**src/rtl/pulse_train_gen.sv**
```systemverilog
// pulse_train_gen: programmable pulse-train transmitter.
// Emits N pulses on sign_o, each high for H cycles then low for L cycles,
// so every pulse ends in exactly one registered falling edge.
// Ports:
//   clk_i        single clock, rising edge
//   rstn_i       synchronous active-low reset
//   start_i      burst request, sampled only in IDLE
//   stop_i       abort request, sampled every cycle
//   high_len_i   high time per pulse in cycles (0 acts as 1)
//   low_len_i    low time per pulse in cycles (0 acts as 1)
//   pulse_num_i  pulses per burst (0 = continuous until stop)
//   sign_o       generated pulse line
//   busy_o       burst in progress
//   done_o       one-cycle strobe after the last LOW phase of a counted burst
//   pulse_cnt_o  falling edges emitted since the last accepted start
module pulse_train_gen #(
  parameter int unsigned CNT_W = 16,
  parameter int unsigned NUM_W = 8
) (
  input  logic             clk_i,
  input  logic             rstn_i,
  input  logic             start_i,
  input  logic             stop_i,
  input  logic [CNT_W-1:0] high_len_i,
  input  logic [CNT_W-1:0] low_len_i,
  input  logic [NUM_W-1:0] pulse_num_i,
  output logic             sign_o,
  output logic             busy_o,
  output logic             done_o,
  output logic [NUM_W-1:0] pulse_cnt_o
);

  typedef enum logic [1:0] {
    IDLE = 2'd0,
    HIGH = 2'd1,
    LOW  = 2'd2
  } state_e;

  state_e           state_q, state_d;
  logic [CNT_W-1:0] phase_q, phase_d;
  logic [CNT_W-1:0] high_q,  high_d;
  logic [CNT_W-1:0] low_q,   low_d;
  logic [NUM_W-1:0] num_q,   num_d;
  logic [NUM_W-1:0] pcnt_q,  pcnt_d;
  logic             sign_q,  sign_d;
  logic             busy_q,  busy_d;
  logic             done_q,  done_d;

  logic [CNT_W-1:0] high_eff_c;
  logic [CNT_W-1:0] low_eff_c;

  // Zero lengths are promoted to one cycle so every phase is visible.
  assign high_eff_c = (high_len_i == '0) ? CNT_W'(1) : high_len_i;
  assign low_eff_c  = (low_len_i  == '0) ? CNT_W'(1) : low_len_i;

  // Next-state and output decode; phase_q counts down remaining cycles - 1.
  always_comb begin
    state_d = state_q;
    phase_d = phase_q;
    high_d  = high_q;
    low_d   = low_q;
    num_d   = num_q;
    pcnt_d  = pcnt_q;
    done_d  = 1'b0;

    case (state_q)
      IDLE: begin
        if (start_i && !stop_i) begin
          high_d  = high_eff_c;
          low_d   = low_eff_c;
          num_d   = pulse_num_i;
          pcnt_d  = '0;
          phase_d = high_eff_c - CNT_W'(1);
          state_d = HIGH;
        end
      end
      HIGH: begin
        if (stop_i) begin
          // Forced drop is not a counted pulse.
          state_d = IDLE;
        end else if (phase_q == '0) begin
          state_d = LOW;
          phase_d = low_q - CNT_W'(1);
          pcnt_d  = pcnt_q + NUM_W'(1);
        end else begin
          phase_d = phase_q - CNT_W'(1);
        end
      end
      LOW: begin
        if (stop_i) begin
          state_d = IDLE;
        end else if (phase_q == '0) begin
          if ((num_q != '0) && (pcnt_q == num_q)) begin
            state_d = IDLE;
            done_d  = 1'b1;
          end else begin
            state_d = HIGH;
            phase_d = high_q - CNT_W'(1);
          end
        end else begin
          phase_d = phase_q - CNT_W'(1);
        end
      end
      default: begin
        state_d = IDLE;
      end
    endcase

    sign_d = (state_d == HIGH);
    busy_d = (state_d != IDLE);
  end

  // State and output registers.
  always_ff @(posedge clk_i) begin
    if (!rstn_i) begin
      state_q <= IDLE;
      phase_q <= '0;
      high_q  <= '0;
      low_q   <= '0;
      num_q   <= '0;
      pcnt_q  <= '0;
      sign_q  <= 1'b0;
      busy_q  <= 1'b0;
      done_q  <= 1'b0;
    end else begin
      state_q <= state_d;
      phase_q <= phase_d;
      high_q  <= high_d;
      low_q   <= low_d;
      num_q   <= num_d;
      pcnt_q  <= pcnt_d;
      sign_q  <= sign_d;
      busy_q  <= busy_d;
      done_q  <= done_d;
    end
  end

  assign sign_o      = sign_q;
  assign busy_o      = busy_q;
  assign done_o      = done_q;
  assign pulse_cnt_o = pcnt_q;

endmodule
```
**config.mk**
```make
export PLATFORM = sky130hd
export DESIGN_NAME = pulse_train_gen
export DESIGN_NICKNAME = d
export VERILOG_FILES = /design/src/rtl/pulse_train_gen.sv
export SDC_FILE = /design/constraint.sdc
export NUM_CORES = 1
export LEC_CHECK = 0
export ABC_AREA = 0
export CAP_MARGIN = 20
export CORE_UTILIZATION = 63
export CTS_BUF_LIST = sky130_fd_sc_hd__clkbuf_8
export CTS_CLUSTER_DIAMETER = 60
export DETAILED_ROUTE_END_ITERATION = 10
export PLACE_DENSITY = 0.89
export REMOVE_ABC_BUFFERS = 1
export SLEW_MARGIN = 20
export SYNTH_ARGS = -nofsm -noshare
export SYNTH_HDL_FRONTEND = slang
export SYNTH_SLANG_ARGS = --single-unit
```
**constraint.sdc**
```tcl
create_clock -name clk_i -period 5.77 [get_ports clk_i]
set_input_delay 1.154 -clock clk_i [delete_from_list [all_inputs] [get_ports clk_i]]
set_output_delay 1.154 -clock clk_i [all_outputs]
set_load 0.005 [all_outputs]
```
==> results of run 1 <==
power by group:
| group | leakage, nW | total (mW) | switching [mW] | internal [mW] |
|---|---|---|---|---|
| sequential | 0.564 | 0.544 | 0.0382 | 0.506 |
| clock | 0.118 | 0.453 | 0.198 | 0.255 |
| combinational | 1.24 | 0.384 | 0.224 | 0.160 |
cells in the mapped netlist, drive strengths merged (4+ instances only):
cell type and number:
nand2 110, dfxtp 69, a21boi 43, clkbuf 34, nor2 33, o21ai 30, nor4 23, nand3 22
xnor2 21, a21oi 20, xor2 20, inv 14, or4 14, or3 12, ha 11, nor3 11
nand4 10, o31ai 9, o211ai 7, or2 7, a31oi 6, buf 6, nand2b 6, mux2i 4
o21a 4
how the worst max path moves through the flow:
stage | endpoint | slack, ns | depth (start not counted)
after floorplan | phase_q[11] | 2.66 | 5
after global placement | phase_q[14] | 1.90 | 12
after detailed placement | phase_q[12] | 1.78 | 11
after CTS | phase_q[14] | 2.04 | 12
after global routing | phase_q[14] | 1.74 | 12
final | phase_q[14] | 1.97 | 12
worst min-delay path, delay by kind of cell, from the launching register on:
family / cells / cell delay [ns]
flops: 1 / 0.32
compound gates: 1 / 0.06
simple gates: 1 / 0.05
cells by family after synthesis:
kind of cell | Yosys count
buffers and inverters | 54
xor gates and xnor gates | 41
AOI/OAI and AO/OA | 161
and+or+nand+nor | 263
adders and majority gates | 11
muxes | 4
DFF | 69
area by class of cell:
| cell class | count | area share |
|---|---|---|
| clock inverter | 6 | 0.0162 |
| tap | 96 | 0.0225 |
| inverter | 14 | 0.00984 |
| sequential | 69 | 0.259 |
| multi-input combinational | 480 | 0.559 |
| clock buffer | 10 | 0.0258 |
| timing repair buffer | 59 | 0.108 |
registers in the layout, summed over array words and instances (netlist names):
| signal | count |
|---|---|
| busy_o | 1 |
| done_o | 1 |
| high_q | 16 |
| low_q | 16 |
| num_q | 8 |
| phase_q | 16 |
| pulse_cnt_o | 8 |
| sign_o | 1 |
| state_q | 2 |
cells in the final DEF (no fill, tap or decap), types with 4 or more instances in the layout:
master	Yosys	final
a21boi_0	42	42
a21oi_1	20	20
a31oi_1	6	6
buf_4	0	5
clkbuf_8	0	10
clkdlybuf4s50_1	0	54
dfxtp_1	69	69
ha_1	11	11
inv_1	14	15
mux2i_1	4	4
nand2_1	110	110
nand2b_1	6	6
nand3_1	22	22
nand4_1	10	10
nor2_1	33	33
nor3_1	11	11
nor4_1	20	20
o211ai_1	7	7
o21a_1	4	4
o21ai_0	28	28
o31ai_1	9	9
or2_2	7	7
or3_1	12	12
or4_1	12	12
xnor2_1	21	21
xor2_1	20	20
layer usage:
metal	GRT usage	vias up
li1	-	2249
met1	0.475	2177
met2	0.551	287
met3	0.0777	45
met4	0.119	0
met5	0	-
metrics by stage:
| step | total power, mW | instance area, um^2 |
|---|---|---|
| 2_1_floorplan | 0.792 | 4420 |
| 4_1_cts | 1.37 | 5340 |
| 3_5_place_dp | 0.922 | 5120 |
| 6_report | 1.38 | 5340 |
| 5_1_grt | 1.45 | 5340 |
| 3_3_place_gp | 0.912 | 5120 |
==> metrics.txt, run 1 <==
WHS=0.479 ns; worst-margin pin slew=1.16 ns; status=completed; final WL=12800 um; worst r2r dst=phase_q[3]; Starting DRT DRC Count=454; initial core utilization=0.662; Hold Path Origin=low_q[15]; Clock Skews=0.0160 ns; crit share post-route=0.659; R2R cell count=9; Critical Path Max Stage Delay=0.71 ns; yosys warns=0; HPWL after detailed placement=8950 um; Die Y=87.2 um; maximum clock path buffer count=2; Post-Layout Cell Count=734; Worst setup EP type=register; WL met1=5320 um; Post-CTS Hold Fix Bufs=0; placed cell count=718; mux cell area share after synthesis=0.00875; setup bufs post-CTS=0; Skew-Pair Late Insertion Delay=0.35 ns; Final TNS setup=0 ns; Pwr Density=258 mW/mm^2; max cap viols=0; cell count of the worst hold path=2; cell count after synthesis=603; First-pass DRT Iterations=5; worst hold path type=reg -> reg; Fillers=544; Final Hold Fails=0; GRT Residual Overflow=0; Synth Area in Adders=0.0301; Final min period=3.80 ns; largest net degree at the start of global routing=43; Worst Setup SP=high_len_i[5]; Setup CP Type=in -> reg; Die X=87.2 um; first-pass GRT wire length=20600 um; RSZ-0062 raised after global routing=false; core area=0.00691 mm^2; FFs w/ async S/R, synth=0; Worst Path Required=6.05 ns; CP Buf/Inv Count=1; met3 routed WL=1220 um; Slew HR=0.226; Final setup viols=0; Layout Area Growth over Synthesis=16.8%; setup slack, reg-to-reg=2.52 ns; #FFs+latches synth=69; slowest CP cell=nor4_1; number of nets in the layout=688; Avg Cell Area, Syn=7.59 um^2; post-route setup slack=1.97 ns; post-CTS resize count=0; CP top delay family=simple AND/OR/NAND/NOR gates; met2 wire length=5830 um; Num CTS Buffers=9; initial antenna violation count=0; ratio of cells with drive above 1 in the final layout=0.0549; row count=30; Synth Cell Area=0.00457 mm^2; Setup WS pre-CTS=1.78 ns; gpl congestion=0.946; H-tree Lvls=3; top fanout value on the critical path=5; Total GRT Usage=0.350; post-synthesis cell type count=63; Post-Synth Simple-Gate Area=0.287; post-synthesis compound-gate area fraction=0.248; WL/cell=17.4 um; EDFF count, synth=0; vias in the first global route=4210; xor and xnor area share after synthesis=0.0785; DR top layer=met4; Clock Pin Slew Worst Setup and Hold Paths=0.08 ns; # IOs=55; CP Launch Type=primary input; peak supply drop=0.153 mV; CTS Sinks=69; Hold EP=low_q[15]; Seq. cell area=0.00138 mm^2; Synth top area share=0.302; die area=0.00761 mm^2; crit path DAT=4.08 ns; post-layout util=0.773; Critical Path, Cell by Cell=clkdlybuf4s50_1 -> nor4_1 -> nand2_1 -> nor4_1 -> nor2_1 -> ha_1 -> nor3b_1 -> nand4_1 -> nor3_1 -> xor2_1 -> nand2_1 -> a31oi_1; CTS Root Cell=clkbuf_8; Vias/cell=6.48; Leak=1.92 nW; largest area contributor in the netlist=dfxtp_1; multi-input logic area=0.00299 mm^2; R2R Path Start=phase_q[0]; antenna cells=0; CTS tree=yes; post-route ant nets=0; DR vias=4758; Max Transition Viols Final=0; Synth area leaders=dfxtp_1 30%, nand2_1 9.0%, a21boi_0 6.9%, xnor2_1 4.0%, xor2_1 3.8%; sequential share of the synthesized area=0.302; f_max=263 MHz; ys flop type=dfxtp_1; DRC Markers=0; largest family of logic cells by synthesized area=simple AND/OR/NAND/NOR gates; IO Port Bufs=54
(Power assumes the default switching activity.)
==> inputs of run 2 (changes only) <==
CORE_UTILIZATION = 53   (was 63)
PLACE_DENSITY = 0.79   (was 0.89)
clock period = 3.06 ns   (was 5.77 ns; I/O delays follow)
==> metrics.txt, run 2 (synthesis gave the netlist of run 1 again) <==
worst hold path type=reg -> reg; Final Hold Fails=0; Hold Path Origin=num_q[2]; Flop pwr share=0.400; Starting DRT DRC Count=343; Vias/cell=6.16; number of nets in the layout=718; Final min period=2.70 ns; GRT Residual Overflow=0; CTS Root Cell=clkbuf_8; Psw=894 uW; commonest cells after routing, fill and taps aside=110 x nand2_1, 69 x dfxtp_1, 54 x clkdlybuf4s50_1; gpl congestion=0.955; DRC Markers=0; final WL=13000 um; Skew-Pair Late Insertion Delay=0.36 ns; maximum clock path buffer count=2; CTS Sinks=69; crit share post-route=0.882; CP Launch Type=register; initial core utilization=0.551; IO Port Bufs=54; Max Transition Viols Final=0; Pwr Density=460 mW/mm^2; setup bufs post-CTS=0; post-route setup slack=0.362 ns; vias in the first global route=4354; critical path endpoint=phase_q[10]; CTS tree=yes; Post-CTS Hold Fix Bufs=0; first-pass GRT wire length=21300 um; commonest non-fill, non-tap cell in the layout=nand2_1; row count=33; HPWL after detailed placement=9780 um; Clock Skews=0.0118 ns; ratio of cells with drive above 1 in the final layout=0.0988; sw frac=0.349; First-pass DRT Iterations=6; Critical Path Max Stage Delay=0.36 ns; status=completed; Critical Path, Cell by Cell=inv_1 -> ha_1 -> nor4b_1 -> nand4_1 -> buf_4 -> or3_1 -> a31oi_1 -> o22a_1 -> a21oi_1; Leak=2.06 nW; Power, Total=2.56 mW; RSZ-0062 raised after global routing=false; crit path DAT=2.94 ns; Worst Path Required=3.31 ns; DR vias=4761; multi-input logic area=0.00299 mm^2; core area=0.00830 mm^2; antenna cells=0; R2R cell count=9; max cap viols=0; Setup CP Type=reg -> reg; WL/cell=16.9 um; Die X=94.9 um; largest net degree at the start of global routing=29; f_max=371 MHz; Layout Area Growth over Synthesis=21.6%; placed instance area=0.00537 mm^2; Total GRT Usage=0.307; setup slack, reg-to-reg=0.36 ns; Seq. cell area=0.00138 mm^2; cell-internal power=1.67 mW; Num CTS Buffers=9; H-tree Lvls=3; initial antenna violation count=0; peak supply drop=0.368 mV; R2R Path Start=phase_q[0]; slowest CP cell=nor4b_1; die area=0.00901 mm^2; post-CTS resize count=0; worst r2r dst=phase_q[10]; Gate power share=0.300; post-route ant nets=0; Die Y=94.9 um; # IOs=55; Setup WS pre-CTS=0.137 ns; worst-margin pin slew=0.544 ns; Clock Pin Slew Worst Setup and Hold Paths=0.09 ns; Final setup viols=0; Largest regs=high_q (16), low_q (16), phase_q (16); top fanout value on the critical path=6; Worst Setup SP=phase_q[0]; Design Area, Final=0.00556 mm^2; Fillers=691; Slew HR=0.637; Worst setup EP type=register; Clock power frac=0.300
run 2: layer usage:
layer	track usage	part of all wire	routed length [um]	vias to the layer above
li1	-	-	-	2313
met1	0.392	0.43	5550	2185
met2	0.502	0.46	6020	228
met3	0.0580	0.086	1120	35
met4	0.135	0.027	353	0
met5	0	0	0	-
run 2: critical path: cells and delay by family, from the launching register on:
| kind | cells | cell delay (ns) |
|---|---|---|
| compound gates | 3 | 0.58 |
| fa+ha+maj | 1 | 0.20 |
| buf+inv | 2 | 0.42 |
| flops | 1 | 0.34 |
| simple gates | 3 | 1.05 |
run 2: stage by stage:
stage	setup TNS, ns	cells	utilization	hold WS [ns]
final	0	773	0.670	0.484
after global routing	0	773	0.670	0.512
after CTS	0	773	0.670	0.487
after detailed placement	0	757	0.647	0.474
after global placement	0	757	0.647	0.463
after floorplan	-0.392	563	-	0.455
run 2: cell type report:
| class | instances | area share |
|---|---|---|
| Clock inverter | 7 | 0.0133 |
| Clock buffer | 9 | 0.0223 |
| Sequential cell | 69 | 0.248 |
| Multi-Input combinational cell | 480 | 0.537 |
| Timing Repair Buffer | 89 | 0.147 |
| Inverter | 14 | 0.00944 |
| Tap cell | 105 | 0.0236 |
run 2: power by group through the flow:
stage          Clock, mW  Sequential (mW)  Combinational [mW]
2_1_floorplan          0             1.02               0.470
3_3_place_gp           0             1.04               0.733
4_1_cts            0.771             1.02               0.752
6_report           0.769             1.02               0.768
5_1_grt            0.810             1.03               0.832
3_5_place_dp           0             1.04               0.747
run 2: worst min path at each step:
stage / end / slack (ns) / cells past startpoint
global placement: high_q[15] / 0.46 / 2
CTS: num_q[2] / 0.49 / 2
detailed placement: num_q[1] / 0.47 / 2
floorplan: num_q[2] / 0.46 / 2
global route: num_q[2] / 0.51 / 2
finish: num_q[2] / 0.48 / 2
